**src/rtl/rram_adc_readout_sequencer.sv**
```systemverilog
// ---------------------------------------------------------------------------
// rram_adc_readout_sequencer
//
// Walks the shared SL-multiplexed ADC bank of one RRAM core through a run of
// mux positions. For each position it drives the mux index, waits for the
// SL lines to settle, strobes the ADCs, converts every thermometer code to
// binary and pushes the packed result to the output FIFO as WORDS words.
//
// Ports:
//   CLK, RST       clock, synchronous active-high reset
//   start          one-cycle request, honoured only while idle
//   first_mux      first mux position of the run
//   num_mux        number of positions to read (0..SL_PER_ADC)
//   busy           high from accepted start until completion
//   done           one-cycle completion pulse
//   SL_MUX_IDX     current mux position to the SL mux decoder
//   ADC_SAMPLE     one-cycle ADC conversion strobe
//   ADCOUT_THERM   packed thermometer outputs, ADC k at [15k+14:15k]
//   push_n_oFIFO   active-low FIFO push
//   full_oFIFO     FIFO full (backpressure)
//   din_oFIFO      FIFO write word
// ---------------------------------------------------------------------------
module rram_adc_readout_sequencer #(
    parameter int NUM_ADC         = 32,
    parameter int SL_PER_ADC      = 16,
    parameter int ADC_WIDTH_THERM = 15,
    parameter int ADC_WIDTH       = 4,
    parameter int DATAOUT_WIDTH   = 64,
    parameter int SETTLE_CYCLES   = 2
) (
    input  logic                                  CLK,
    input  logic                                  RST,
    input  logic                                  start,
    input  logic [$clog2(SL_PER_ADC)-1:0]         first_mux,
    input  logic [$clog2(SL_PER_ADC):0]           num_mux,
    output logic                                  busy,
    output logic                                  done,
    output logic [$clog2(SL_PER_ADC)-1:0]         SL_MUX_IDX,
    output logic                                  ADC_SAMPLE,
    input  logic [NUM_ADC*ADC_WIDTH_THERM-1:0]    ADCOUT_THERM,
    output logic                                  push_n_oFIFO,
    input  logic                                  full_oFIFO,
    output logic [DATAOUT_WIDTH-1:0]              din_oFIFO
);

    localparam int MUX_W  = $clog2(SL_PER_ADC);
    localparam int NUM_W  = MUX_W + 1;
    localparam int BUF_W  = NUM_ADC * ADC_WIDTH;
    localparam int WORDS  = BUF_W / DATAOUT_WIDTH;
    localparam int WORD_W = (WORDS > 1) ? $clog2(WORDS) : 1;
    localparam int SET_W  = (SETTLE_CYCLES > 1) ? $clog2(SETTLE_CYCLES) : 1;

    localparam logic [WORD_W-1:0] LAST_WORD   = WORD_W'(WORDS - 1);
    localparam logic [SET_W-1:0]  SETTLE_LAST = SET_W'(SETTLE_CYCLES - 1);
    localparam logic [MUX_W-1:0]  MUX_LAST    = MUX_W'(SL_PER_ADC - 1);

    typedef enum logic [2:0] {
        IDLE,
        SETTLE,
        SAMPLE,
        CAPTURE,
        PUSH
    } state_t;

    state_t             state_q, state_d;
    logic               busy_q, busy_d;
    logic               done_q, done_d;
    logic [MUX_W-1:0]   mux_idx_q, mux_idx_d;
    logic [NUM_W-1:0]   rem_q, rem_d;
    logic [SET_W-1:0]   settle_cnt_q, settle_cnt_d;
    logic [WORD_W-1:0]  word_q, word_d;
    logic [BUF_W-1:0]   wbuf_q, wbuf_d;

    // Popcount rather than a priority encode, so a bubble in the thermometer
    // code costs at most one LSB instead of corrupting the result.
    function automatic logic [ADC_WIDTH-1:0] therm2bin(
        input logic [ADC_WIDTH_THERM-1:0] therm
    );
        logic [ADC_WIDTH-1:0] cnt;
        cnt = '0;
        for (int i = 0; i < ADC_WIDTH_THERM; i++) begin
            cnt = cnt + ADC_WIDTH'(therm[i]);
        end
        return cnt;
    endfunction

    always_ff @(posedge CLK) begin
        if (RST) begin
            state_q      <= IDLE;
            busy_q       <= 1'b0;
            done_q       <= 1'b0;
            mux_idx_q    <= '0;
            rem_q        <= '0;
            settle_cnt_q <= '0;
            word_q       <= '0;
        end else begin
            state_q      <= state_d;
            busy_q       <= busy_d;
            done_q       <= done_d;
            mux_idx_q    <= mux_idx_d;
            rem_q        <= rem_d;
            settle_cnt_q <= settle_cnt_d;
            word_q       <= word_d;
        end
    end

    // Result buffer is pure data; it is only observable through din_oFIFO
    // while in PUSH, so it needs no reset.
    always_ff @(posedge CLK) begin
        wbuf_q <= wbuf_d;
    end

    always_comb begin
        state_d      = state_q;
        busy_d       = busy_q;
        done_d       = 1'b0;
        mux_idx_d    = mux_idx_q;
        rem_d        = rem_q;
        settle_cnt_d = settle_cnt_q;
        word_d       = word_q;
        wbuf_d       = wbuf_q;
        ADC_SAMPLE   = 1'b0;
        push_n_oFIFO = 1'b1;
        din_oFIFO    = '0;

        case (state_q)
            IDLE: begin
                if (start) begin
                    if (num_mux != '0) begin
                        rem_d        = num_mux;
                        mux_idx_d    = first_mux;
                        busy_d       = 1'b1;
                        settle_cnt_d = '0;
                        state_d      = SETTLE;
                    end else begin
                        // Empty request: acknowledge without touching the bank.
                        done_d = 1'b1;
                    end
                end
            end
            SETTLE: begin
                if (settle_cnt_q == SETTLE_LAST) begin
                    state_d = SAMPLE;
                end else begin
                    settle_cnt_d = settle_cnt_q + SET_W'(1);
                end
            end
            SAMPLE: begin
                ADC_SAMPLE = 1'b1;
                state_d    = CAPTURE;
            end
            CAPTURE: begin
                for (int k = 0; k < NUM_ADC; k++) begin
                    wbuf_d[k*ADC_WIDTH +: ADC_WIDTH] =
                        therm2bin(ADCOUT_THERM[k*ADC_WIDTH_THERM +: ADC_WIDTH_THERM]);
                end
                word_d  = '0;
                state_d = PUSH;
            end
            PUSH: begin
                for (int w = 0; w < WORDS; w++) begin
                    if (word_q == WORD_W'(w)) begin
                        din_oFIFO = wbuf_q[w*DATAOUT_WIDTH +: DATAOUT_WIDTH];
                    end
                end
                // Push is gated combinationally by full so a stalled word is
                // never written twice or dropped.
                if (!full_oFIFO) begin
                    push_n_oFIFO = 1'b0;
                    if (word_q != LAST_WORD) begin
                        word_d = word_q + WORD_W'(1);
                    end else if (rem_q != NUM_W'(1)) begin
                        rem_d        = rem_q - NUM_W'(1);
                        mux_idx_d    = (mux_idx_q == MUX_LAST) ? '0 : mux_idx_q + MUX_W'(1);
                        settle_cnt_d = '0;
                        state_d      = SETTLE;
                    end else begin
                        rem_d   = '0;
                        busy_d  = 1'b0;
                        done_d  = 1'b1;
                        state_d = IDLE;
                    end
                end
            end
            default: begin
                state_d = IDLE;
            end
        endcase
    end

    assign busy       = busy_q;
    assign done       = done_q;
    assign SL_MUX_IDX = mux_idx_q;

endmodule

```
**config.mk**
```make
export PLATFORM = sky130hd
export DESIGN_NAME = rram_adc_readout_sequencer
export DESIGN_NICKNAME = d
export VERILOG_FILES = /design/src/rtl/rram_adc_readout_sequencer.sv
export SDC_FILE = /design/constraint.sdc
export NUM_CORES = 1
export LEC_CHECK = 0
export ABC_AREA = 1
export CAP_MARGIN = 10
export CORE_AREA = 8 8 216 218
export CTS_BUF_LIST = sky130_fd_sc_hd__clkbuf_16
export DETAILED_ROUTE_END_ITERATION = 6
export DIE_AREA = 0 0 224 226
export GPL_TIMING_DRIVEN = 0
export PLACE_DENSITY = 0.68
export SYNTH_ARGS = -nofsm -noshare
export SYNTH_HDL_FRONTEND = slang
export SYNTH_SLANG_ARGS = --single-unit
```
**constraint.sdc**
```tcl
create_clock -name CLK -period 29.5 [get_ports CLK]
set_input_delay 5.9 -clock CLK [delete_from_list [all_inputs] [get_ports CLK]]
set_output_delay 5.9 -clock CLK [all_outputs]
set_load 0.01 [all_outputs]
```
==> flow_summary.ini, run 1 <==
[status]
outcome = finished clean

[worst_setup_path]
worstPathCellList = clkdlybuf4s50_1 > nor2_4 > inv_1 > clkdlybuf4s50_1
end_kind = output pin
crit_path_start_kind = primary input
r2r_cells = 7
path_common_cell = clkdlybuf4s50_1
rrSetupSlack_ns = 27.03
cp_data_arrival_time_ns = 7.11
critPathSlowestCell = clkdlybuf4s50_1
r2r_start = state_q[0]$_SDFFE_PP0P_
critPathRequiredTime_ns = 23.60
max_stage_delay_ns = 0.55
rr_endpoint = wbuf_q[55]$_DFFE_PP_
path_class = primary input to output pin
critPathMaxFanout = 3
startpoint = full_oFIFO

[finish]
stdcell_count = 2847
drive_gt1_frac = 0.0302
multi_input_area_um2 = 9350
fillers = 3837
nets = 3122
seq_area_um2 = 4160
syn_to_final_growth_pct = 44.2
antennaDiodeCount = 0
finalCoreUtilization = 0.533

[global_routing]
grt-ovfl-total = 0
grt_start_max_net_pins = 17
grt_pass1_wl_mm = 72.6
grt_usage = 0.186
antenna_found_initial = 1
grt_pass1_vias = 14000

[yosys]
netlist_area_um2 = 16100
async_reset_ff_frac = 0
synth_most_common_cell = inv_1
synth_area_leaders = fa_1 40%, edfxtp_1 24%, inv_1 15%, ha_1 5.2%, nand2_1 4.8%
yosys_register_bits = 144
syn_avg_cell_area_um2 = 9.76
ys_top_cells_by_count = 651 x inv_1, 320 x fa_1, 204 x nand2_1
synth_warnings = 0
syn_inst = 1646
synth_top_cell_area_share = 0.399
synth_top_area_cell = fa_1
ys_seq_area_frac = 0.259
synth_nets = 2526
synth_cell_types = 27
synth_ff_type = edfxtp_1
synth_enable_flop_cells = 128

[detailed_routing]
drt-met1-wl_mm = 17.5
drt-total-wl_mm = 46.9
wl_met3_mm = 2.97
drtPass1Iterations = 7
drc_errors = 0
detail_route.wl_per_cell_um = 16.5
ant_nets = 0
vias = 12100
top_layer = met4
drt_iter0_markers = 373
wl_met2_mm = 25.5
via_per_inst = 4.25

[floorplan]
start_util = 0.370
num_rows = 77
core_um2 = 43500
die_h_um = 226
die_w_um = 224
floorplan.die_area_um2 = 50600
io_pins = 565

[timing]
whs_ns = 0.459
finalSetupTns_ns = 0
setup_viol = 0
slew_violations = 0
rsz0062_at_grt = no
hold_violations = 0
clock_skew_ns = 0.00753
min_period_over_period = 0.441
worst-slew-pin-transition_ns = 0.771
clock.fmax_ghz = 0.0768
setup_ws_ns = 16.49
max_slew_margin = 0.483
final.min_clock_period_ns = 13.01

[power]
ir_worst_vdd_v = 0.0000317
p_comb_frac = 0.595
pwr-share-clk = 0.159
internal_power_mw = 0.805
powerDensity_nw_per_um2 = 56.9
p_sw_frac = 0.389
pwr-share-seq = 0.247
power_leakage_nw = 11.1
p_sw_mw = 0.513

[clocking]
cts_resized = 0
clockBufferDepth = 2
cts_buffers = 17
post-cts-setup-buffers = 0
hold_buffers = 0
cts.reportedPaths.clkPinSlew_ns = 0.06
cts_tree = built
ctsRootBufferMaster = clkbuf_16
clk_latency_ns = 0.42
numClockSinks = 144
h-tree-depth = 4

[flow_run]
cap_violations = 0

[placed_design]
pre_cts_slack_ns = 16.50
place_congestion = 0.923
dp_cells = 2815
io_buffers = 564
place_hpwl_mm = 42.7

[hold_path]
worstHoldStart = settle_cnt_q$_SDFFE_PP0P_
hold_end = settle_cnt_q$_SDFFE_PP0P_
holdCritPathClass = flip-flop to flip-flop
holdPathStages = 2
## cells in the final DEF, fill, tap and decap left out, types with 2 or more instances in the layout
cell and n:
inv_1 651, clkdlybuf4s50_1 564, fa_1 320, nand2_1 204, edfxtp_1 128, a21oi_1 100, ha_1 67, xnor2_1 32
nor2_1 27, nand3_1 25, o21ai_0 24, clkbuf_16 17, dfxtp_1 16, clkbuf_1 13, buf_6 11, buf_2 10
o21ai_1 7, inv_6 6, inv_2 4, xor2_1 4, nand2_2 3, clkinvlp_4 3, nor2_4 2, clkinv_1 2
clkinv_2 2
## metal layers
layer,vias up,GRT usage
met5,-,0
met4,0,0.0461
met3,38,0.0480
met2,340,0.353
met1,5890,0.204
li1,5835,-
## kinds of logic after synthesis
logic type                 Yosys count  synth area share
DFF                                144             0.259
AOI/OAI and AO/OA                  132            0.0413
adders and majority gates          387             0.451
buffers and inverters              678             0.159
xor gates and xnor gates            36            0.0196
and+or+nand+nor                    269            0.0696
## critical path: cells and delay by family
| kind | cells | cell delay, ns |
|---|---|---|
| buffers and inverters | 3 | 1.15 |
| AND/OR/NAND/NOR | 1 | 0.07 |
## power by group through the flow
stage	Clock (mW)	Combinational [mW]	Sequential [mW]
floorplan	0	0.539	0.333
global placement	0	0.758	0.338
detailed placement	0	0.802	0.329
CTS	0.217	0.806	0.325
global route	0.224	0.915	0.328
finish	0.209	0.784	0.325
## per-stage QoR
step           power (mW)  cell area [µm²]
5_1_grt              1.47            23200
4_1_cts              1.35            23200
3_5_place_dp         1.13            22600
3_3_place_gp         1.10            22400
2_1_floorplan       0.872            16100
6_report             1.32            23200
## flip-flops by register name, indices dropped and copies added, names as in the netlist
signal        flops
SL_MUX_IDX        4
busy              1
done              1
rem_q             5
settle_cnt_q      1
state_q           3
wbuf_q          128
word_q            1
## worst max path at each step
stage	depth (start not counted)	slack (ns)	endpoint
final	4	16.49	push_n_oFIFO
after global routing	4	16.46	push_n_oFIFO
after CTS	4	16.49	push_n_oFIFO
after detailed placement	4	16.50	push_n_oFIFO
after global placement	4	14.41	state_q[2]$_SDFFE_PP0P_
after floorplan	2	17.54	push_n_oFIFO
## cell type report
type,count,share of cell area
Clock inverter,15,0.00567
Clock buffer,17,0.0184
Buffer,23,0.00427
Timing Repair Buffer,577,0.250
Multi-Input combinational cell,824,0.404
Inverter,655,0.106
Tap cell,592,0.0320
Sequential cell,144,0.180
No activity file was read; power rests on OpenSTA's default activity.
==> run 2, diff against run 1 <==
==> constraint.sdc (replaced) <==
create_clock -name CLK -period 13.27 [get_ports CLK]
set_input_delay 2.654 -clock CLK [delete_from_list [all_inputs] [get_ports CLK]]
set_output_delay 2.654 -clock CLK [all_outputs]
set_load 0.01 [all_outputs]
==> results of run 2 <==
Same layout as run 1 (identical final DEF). Status: finished clean.
Main changes from that run: setup slack after placement 16.50 ns -> 6.68 ns; setup slack after layout 16.49 ns -> 6.75 ns; register-to-register setup slack 27.03 ns -> 10.80 ns; total power 1.32 mW -> 2.93 mW; worst IR drop on VDD 0.0000317 V -> 0.0000705 V
==> run 3, diff against run 2 <==
==> constraint.sdc (replaced) <==
create_clock -name CLK -period 6.4 [get_ports CLK]
set_input_delay 1.28 -clock CLK [delete_from_list [all_inputs] [get_ports CLK]]
set_output_delay 1.28 -clock CLK [all_outputs]
set_load 0.01 [all_outputs]
==> run 3 against run 2 <==
Compared with the run above: the flow now finishes with violations (DRC); clock power is 110% higher; non-clock buffer count is 5 lower; combinational power is 110% higher; die area stayed put; register-to-register slack worse by 6.5 ns; via count is 0.64% higher; largest power group unchanged; routed wire length is 1.1% lower; critical path depth is 7 higher; global-route usage is 0.17 points lower.
==> flow_summary.ini, run 3 (synthesis gave the netlist of run 1 again) <==
[status]
outcome = finished with violations
violations = DRC

[timing]
whs_ns = 0.462
max_slew_margin = 0.588
rsz0062_at_grt = no
setup_viol = 0
final.min_clock_period_ns = 4.82
clock_skew_ns = 0.0155
finalSetupTns_ns = 0
slew_violations = 0
clock.fmax_ghz = 0.207
worst-slew-pin-transition_ns = 0.618
hold_violations = 0
min_period_over_period = 0.753

[finish]
mostFrequentLayoutCell = inv_1
regMostFlops = wbuf_q
layout_common_cells = 652 x inv_1, 564 x clkdlybuf4s50_1, 320 x fa_1
nets = 3117
design_area_um2 = 23200
stdcell_count = 2841
largest_register_ff_count = 128
syn_to_final_growth_pct = 44.5
fillers = 3837
drive_gt1_frac = 0.0267

[clocking]
cts_buffers = 17
clk_latency_ns = 0.43
post-cts-setup-buffers = 0
h-tree-depth = 4
hold_buffers = 0
numClockSinks = 144
cts_resized = 0
cts_tree = built
cts.reportedPaths.clkPinSlew_ns = 0.05
clockBufferDepth = 2
ctsRootBufferMaster = clkbuf_16

[power]
power_mw = 6.10
powerDensity_nw_per_um2 = 263
ir_worst_vdd_v = 0.000164
power_leakage_nw = 11.1

[worst_setup_path]
critPathRequiredTime_ns = 6.57
worstPathCellList = clkdlybuf4s50_1 > inv_1 > fa_1 > inv_1 > fa_1 > fa_1 > inv_1 > fa_1 > fa_1 > fa_1 > xnor2_1
max_stage_delay_ns = 0.55
critPathMaxFanout = 2
path_common_cell = fa_1
cp_data_arrival_time_ns = 4.99
startpoint = ADCOUT_THERM[330]
crit_family = adder cells
critPathSlowestCell = fa_1
crit_path_start_kind = primary input
path_class = primary input to flip-flop
end_kind = flip-flop
cp_num_buf_inv = 4
r2r_start = state_q[0]$_SDFFE_PP0P_

[detailed_routing]
via_per_inst = 4.29
vias = 12200
drt-total-wl_mm = 46.3
drt_iter0_markers = 465
ant_nets = 0
drc_errors = 2
detail_route.wl_per_cell_um = 16.3
drtPass1Iterations = 7

[placed_design]
io_buffers = 564
place_hpwl_mm = 41.8
place_congestion = 0.931
dp_cells = 2810
postPlaceCellArea_um2 = 22700

[global_routing]
grt-ovfl-total = 0
grt_start_max_net_pins = 23
grt_pass1_vias = 14100
grt_pass1_wl_mm = 72.5
grt_usage = 0.184
antenna_found_initial = 2

[hold_path]
worstHoldStart = settle_cnt_q$_SDFFE_PP0P_
holdCritPathClass = flip-flop to flip-flop

[flow_run]
cap_violations = 0

[floorplan]
floorplan.die_area_um2 = 50600
core_um2 = 43500
io_pins = 565
die_w_um = 224
die_h_um = 226
num_rows = 77
start_util = 0.370
[run 3: changes by cell type in the layout (fill, tap and decap cells not counted), sizes merged]
cell      previous run  this run
inv                661       656
buf                 23        18
clkinv               5         6
diode                0         1
bufinv               1         2
clkinvlp             3         4
[run 3: final timing paths]
kind,slack (ns),depth (start not counted),to
setup / recovery,1.58,11,wbuf_q[90]$_DFFE_PP_
hold / removal,0.46,2,settle_cnt_q$_SDFFE_PP0P_
setup reg to reg,4.29,6,wbuf_q[93]$_DFFE_PP_
hold reg to reg,0.46,2,settle_cnt_q$_SDFFE_PP0P_
[run 3: where the power goes]
group | switching, mW | leakage (nW) | internal, mW
registers | 0.0646 | 1.29 | 1.44
logic | 1.88 | 9.53 | 1.75
clock network | 0.404 | 0.263 | 0.563
[run 3: area by class of cell]
class / instances / area, µm² / area share
antenna: 1 / 2.50 / 0.000108
sequential: 144 / 4160 / 0.179
inverter: 655 / 2460 / 0.106
clock inverter: 13 / 125 / 0.00539
timing repair buffer: 572 / 5840 / 0.252
buffer: 23 / 98.8 / 0.00426
clock buffer: 17 / 425 / 0.0183
tap: 592 / 741 / 0.0319
multi-input combinational: 824 / 9350 / 0.403
[run 3: stage by stage]
stage	setup WS, ns	utilization
floorplan	0.256	-
global placement	-2.41	0.517
detailed placement	1.12	0.521
CTS	1.57	0.534
global route	1.50	0.534
finish	1.58	0.534
[run 3: layer usage]
metal | up-vias | part of all wire | global-route usage
li1 | 5830 | - | -
met1 | 5947 | 0.38 | 0.207
met2 | 359 | 0.54 | 0.346
met3 | 43 | 0.062 | 0.0486
met4 | 2 | 0.015 | 0.0414
met5 | - | 0.00017 | 0
[run 3: worst min-delay path: stages (launching register included)]
cell,delay (ns)
dfxtp_1,0.31
inv_1,0.05
a21oi_1,0.06
